$ cat src/rtl/ram_pkg.sv
// Shared constants for the BRAM-backed FIFO: RAM read latency, skid depth
// and the width of the occupancy counter.
package ram_pkg;

  // Cycles from issuing a read address to dout holding the word.
  localparam int BRAMSD_RD_LAT = 2;

  // Entries in the output skid buffer that absorbs RAM read latency.
  localparam int SKID_DEPTH = 3;

  // Occupancy counter width: RAM words (2**addr_bits) plus skid/in-flight.
  function automatic int count_width(input int addr_bits);
    return addr_bits + 2;
  endfunction

endpackage

$ cat src/rtl/bramsd.sv
// Simple dual-port block RAM: one write port, one read port with a
// registered address and a registered output (two-cycle read latency).
// Memory contents are never cleared; aclr only clears the read pipeline.
module bramsd #(
  parameter int ADDR_ = 4,
  parameter int DATA_ = 8
) (
  input  logic             clk,
  input  logic             aclr,
  input  logic             we,
  input  logic [ADDR_-1:0] waddr,
  input  logic [DATA_-1:0] din,
  input  logic             re,
  input  logic [ADDR_-1:0] raddr,
  output logic [DATA_-1:0] dout
);

  logic [DATA_-1:0] mem [2**ADDR_];
  logic [ADDR_-1:0] raddr_q;

  // Write port: store din at waddr when we is high.
  always_ff @(posedge clk) begin
    if (we) begin
      mem[waddr] <= din;
    end
  end

  // Read pipeline: capture address on re, then register the addressed word.
  always_ff @(posedge clk or posedge aclr) begin
    if (aclr) begin
      raddr_q <= '0;
      dout    <= '0;
    end else begin
      if (re) begin
        raddr_q <= raddr;
      end
      dout <= mem[raddr_q];
    end
  end

endmodule

$ cat src/rtl/bram_fifo.sv
// FIFO built on a two-cycle-latency block RAM with a small skid buffer at
// the output so that out_data is registered and the FIFO still streams one
// word per cycle. count covers RAM words, reads in flight and skid entries.
module bram_fifo
  import ram_pkg::*;
#(
  parameter int ADDR_ = 4,
  parameter int DATA_ = 8
) (
  input  logic             clk,
  input  logic             rst,
  input  logic             clr,
  input  logic             in_valid,
  output logic             in_ready,
  input  logic [DATA_-1:0] in_data,
  output logic             out_valid,
  input  logic             out_ready,
  output logic [DATA_-1:0] out_data,
  output logic [ADDR_+1:0] count
);

  localparam int DEPTH = 2**ADDR_;
  localparam int CW    = count_width(ADDR_);
  localparam logic [2:0] SKID_LIM = 3'(SKID_DEPTH);

  // Registered state
  logic [ADDR_-1:0]         wptr;
  logic [ADDR_-1:0]         rptr;
  logic [ADDR_:0]           ram_count;
  logic [BRAMSD_RD_LAT-1:0] rd_vld;      // bit 0: stage 1, top bit: dout valid
  logic [DATA_-1:0]         skid [SKID_DEPTH];
  logic [1:0]               skid_count;
  logic [CW-1:0]            count_r;

  // Combinational control
  logic             push;
  logic             pop;
  logic             rd_issue;
  logic             skid_load;
  logic [2:0]       reserved;
  logic [2:0]       credit;
  logic [ADDR_:0]   ram_count_nxt;
  logic [1:0]       skid_count_nxt;
  logic [1:0]       wr_idx;
  logic [DATA_-1:0] skid_shift [SKID_DEPTH];
  logic [DATA_-1:0] skid_nxt   [SKID_DEPTH];
  logic [CW-1:0]    count_nxt;
  logic [DATA_-1:0] ram_dout;

  assign out_valid = (skid_count != 2'd0);
  assign out_data  = skid[0];
  assign count     = count_r;

  // Handshakes and read scheduling. A skid slot is reserved for every read in
  // flight; the slot freed by a pop in this same cycle counts as available,
  // which keeps the pipeline streaming at one word per cycle.
  always_comb begin
    in_ready  = (ram_count < (ADDR_+1)'(DEPTH)) & ~rst & ~clr;
    push      = in_valid & in_ready;
    pop       = out_valid & out_ready & ~rst & ~clr;
    reserved  = {1'b0, skid_count} + {2'b00, rd_vld[0]} + {2'b00, rd_vld[1]};
    credit    = SKID_LIM + {2'b00, pop};
    if ((ram_count != '0) && (reserved < credit) && !rst && !clr) begin
      rd_issue = 1'b1;
    end else begin
      rd_issue = 1'b0;
    end
    skid_load     = rd_vld[BRAMSD_RD_LAT-1];
    ram_count_nxt = ram_count + {{ADDR_{1'b0}}, push} - {{ADDR_{1'b0}}, rd_issue};
  end

  // Skid buffer next state: shift out the head on pop, then drop the returning
  // RAM word into the first free slot behind the remaining entries.
  always_comb begin
    for (int i = 0; i < SKID_DEPTH - 1; i++) begin
      skid_shift[i] = pop ? skid[i+1] : skid[i];
    end
    skid_shift[SKID_DEPTH-1] = pop ? '0 : skid[SKID_DEPTH-1];
    wr_idx = skid_count - {1'b0, pop};
    for (int i = 0; i < SKID_DEPTH; i++) begin
      if (skid_load && (wr_idx == 2'(i))) begin
        skid_nxt[i] = ram_dout;
      end else begin
        skid_nxt[i] = skid_shift[i];
      end
    end
    skid_count_nxt = skid_count + {1'b0, skid_load} - {1'b0, pop};
    count_nxt = CW'(ram_count_nxt) + CW'(rd_issue) + CW'(rd_vld[0])
              + CW'(skid_count_nxt);
  end

  // State update; rst and clr both return everything to empty, and clearing
  // the in-flight valids discards any RAM data still returning.
  always_ff @(posedge clk) begin
    if (rst) begin
      wptr       <= '0;
      rptr       <= '0;
      ram_count  <= '0;
      rd_vld     <= '0;
      skid_count <= '0;
      count_r    <= '0;
      for (int i = 0; i < SKID_DEPTH; i++) begin
        skid[i] <= '0;
      end
    end else if (clr) begin
      wptr       <= '0;
      rptr       <= '0;
      ram_count  <= '0;
      rd_vld     <= '0;
      skid_count <= '0;
      count_r    <= '0;
      for (int i = 0; i < SKID_DEPTH; i++) begin
        skid[i] <= '0;
      end
    end else begin
      if (push) begin
        wptr <= wptr + ADDR_'(1);
      end
      if (rd_issue) begin
        rptr <= rptr + ADDR_'(1);
      end
      ram_count  <= ram_count_nxt;
      rd_vld     <= {rd_vld[BRAMSD_RD_LAT-2:0], rd_issue};
      skid_count <= skid_count_nxt;
      count_r    <= count_nxt;
      for (int i = 0; i < SKID_DEPTH; i++) begin
        skid[i] <= skid_nxt[i];
      end
    end
  end

  bramsd #(
    .ADDR_(ADDR_),
    .DATA_(DATA_)
  ) u_ram (
    .clk  (clk),
    .aclr (1'b0),
    .we   (push),
    .waddr(wptr),
    .din  (in_data),
    .re   (rd_issue),
    .raddr(rptr),
    .dout (ram_dout)
  );

endmodule
$ cat config.mk
export PLATFORM = sky130hd
export DESIGN_NAME = bram_fifo
export DESIGN_NICKNAME = d
export VERILOG_FILES = /design/src/rtl/ram_pkg.sv /design/src/rtl/bramsd.sv /design/src/rtl/bram_fifo.sv
export SDC_FILE = /design/constraint.sdc
export NUM_CORES = 1
export LEC_CHECK = 0
export ABC_AREA = 1
export CAP_MARGIN = 20
export CORE_MARGIN = 8
export CORE_UTILIZATION = 65
export CTS_CLUSTER_SIZE = 24
export DETAILED_ROUTE_END_ITERATION = 6
export PLACE_DENSITY = 0.92
export SYNTH_ARGS = -nofsm -noshare
export SYNTH_HDL_FRONTEND = slang
export SYNTH_SLANG_ARGS = --single-unit
$ cat constraint.sdc
create_clock -name clk -period 7.9 [get_ports clk]
set_input_delay 1.58 -clock clk [delete_from_list [all_inputs] [get_ports clk]]
set_output_delay 1.58 -clock clk [all_outputs]
set_load 0.005 [all_outputs]
==> reports/metrics.csv <==
metric;value;unit
status;complete, no violations;
hold_buf cts;0;
Layout fillers;734;
Avg Inst Size Synth;11.3;µm²
DRC violations left;0;
Non-Filler Instances;921;
io pins;29;
vias;5466;
Area contributors post-synth;edfxtp_1 (58%), dfxtp_1 (7.6%), inv_1 (5.5%);
worst path bufs/invs;6;
CTS tree;built;
synth warn;0;
GPL Wtd Cong;0.849;
Final Max Tran Viols;0;
post-CTS sizing;0;
Chip Height;128;µm
compound-cell area share of the yosys netlist;0.0989;
Core ar.;12400;µm²
CP arrival;5.40;ns
Max stage delay on crit path;0.53;ns
Post-Synth XOR/XNOR Area;0.00431;
Synth Area in Adders;0.0376;
fin crit share;0.642;
Inst Count DP;887;
share of synthesized registers carrying an async set or reset;0;
post-synthesis mux area share;0;
Seq cells post-synth;187;
fmax;197;MHz
Cell Chain, Critical Path;clkdlybuf4s50_1, nor2_8, nand3_2, nand3_4, nand2_4, inv_2, ha_1, inv_1, ha_1, inv_1, fa_1, inv_1, ha_1, fa_1, nand2_1, nand2_1, nand3_1, nand2_1, nand2_1, inv_1;
Final setup violation count;0;
Static Leak;3.52;nW
Post-CTS Repair Setup Buffers;0;
CTS clk-pin slew, worst paths;0.07;ns
Initial Utilization;0.654;
relative slew slack;0.450;
Rows;41;
crit-path leading delay family;adder cells;
CP Launch Type;primary input;
DIE AREA;16300;µm²
Pwr Density;231;nW/µm²
vias in the first global route;5377;
Critical Path Fanout Max;28;
Worst IR Drop VDD;0.000185;V
CP max stage cell;fa_1;
wire per inst;19.4;µm
Worst Tran Pin Value;0.823;ns
Remaining Overflow, GRT;0;
worst min path class;reg -> reg;
setup repair after global routing missed its margin;no;
clk root buf;clkbuf_16;
top cells by count, synth;edfxtp_1 (156), inv_1 (119), nand2_1 (90), nand3_1 (63), a21oi_1 (51);
Post-synth EDFFs;156;
Area Overhead vs Synth;11.2;%
min cycle time layout;5.07;ns
clock skew;0.0108;ns
hpwl dp;10800;µm
cell area after synthesis;8120;µm²
CTS buffer count;17;
DRT Pass-1 Iters;6;
CP Class;in -> reg;
Clock Latency Late Sink;0.43;ns
Max Cap Violations;0;
Setup TNS Final;0;ns
CP Capture Type;flip-flop;
Post-Syn Nets;756;
CTS Sinks;187;
Worst EP required;8.23;ns
Layout Utilization;0.727;
first-pass GRT wire length;28400;µm
largest family of logic cells by synthesized area;simple AND/OR/NAND/NOR gates;
reg2reg setup slack;3.84;ns
pin count of the biggest net entering global routing;129;
Final Hold Vio Count;0;
Cell variety after synth;32;
worst-case clock buffer depth;2;
sequential area share after synthesis;0.653;
share of the synthesized area in the top cell type;0.577;
count leader, synth;edfxtp_1;
drt first-iter violations;855;
vias per cell;5.93;
number of port buffers;28;
final WL;17900;µm
Die W;128;µm
diode count;0;
cells after synthesis;721;
Reg area;5310;µm²
Synth Area in Simple Gates;0.121;
layout cells sized above 1;0.0681;
footprint of the multi-input gates;2130;µm²
post-route ant nets;0;
total track usage;0.229;
Net count, final;771;
Most used DFF post-synth;edfxtp_1;
# H-tree levels;4;
Yosys top cell by area;edfxtp_1;
initial antenna violation count;0;
==> final timing paths <==
kind,depth (start not counted),startpoint,end
worst min-delay path,0,rptr[3],u_ram.raddr_q[3]
worst max register to register,21,rd_vld[1],count[4]
worst min register to register,0,rptr[3],u_ram.raddr_q[3]
worst max-delay path,20,rst,count[4]
==> per-layer routing <==
layer | vias up | global-route usage | share of wire
met5 | - | 0 | 0
met1 | 2578 | 0.284 | 0.38
met3 | 56 | 0.0487 | 0.083
met4 | 0 | 0.107 | 0.036
met2 | 342 | 0.379 | 0.50
li1 | 2490 | - | -
==> kinds of logic after synthesis <==
logic type | count (synthesis)
flops | 187
compound gates | 138
fa+ha+maj | 22
simple gates | 211
buf+inv | 159
xor+xnor | 4
==> state kept, by name, indices dropped and copies added, names as in the netlist <==
signal,cells
u_ram.dout,8
ram_count,5
rptr,4
rd_vld,2
skid,24
wptr,4
skid_count,2
u_ram.mem,128
u_ram.raddr_q,4
count,6
==> per-stage QoR <==
stage	instance area, µm²	worst slack (ns)	hold WS [ns]	power, mW
after floorplan	8120	3.49	0.453	1.21
after global placement	8410	2.63	0.482	1.25
after detailed placement	8420	2.44	0.496	1.26
after CTS	8990	2.87	0.506	2.08
after global routing	9030	2.59	0.535	2.14
final	9030	2.83	0.509	2.08
==> layout by cell type (no fill, tap or decap), drive strengths merged <==
master	Yosys	final
edfxtp	156	156
inv	121	124
nand2	94	94
nand3	66	66
a21oi	53	53
o21ai	46	46
nor2	44	44
o211ai	39	39
dfxtp	31	31
clkdlybuf4s50	0	28
ha	18	18
clkbuf	5	18
clkinv	1	9
xor2	4	4
fa	4	4
buf	32	4
nand3b	3	3
nand4	3	3
clkinvlp	0	2
bufinv	0	2
or2	1	1
==> power breakdown <==
part / total (mW) / switching (mW) / internal (mW)
clock network: 0.834 / 0.368 / 0.466
registers: 1.10 / 0.0117 / 1.09
logic: 0.151 / 0.0993 / 0.0512
==> worst reg2reg max path: cells and delay by family, from the launching register on <==
kind | cells | cell delay, ns
DFF | 1 | 0.43
buffers and inverters | 7 | 0.58
and+or+nand+nor | 7 | 0.55
adders and majority gates | 7 | 2.39
==> layout make-up <==
type / instances / area share
sequential: 187 / 0.588
multi-input combinational: 375 / 0.236
inverter: 122 / 0.0518
clock inverter: 15 / 0.0165
tap: 172 / 0.0238
timing repair buffer: 33 / 0.0374
clock buffer: 17 / 0.0471
Note: power is estimated with default switching activity, not from simulation.
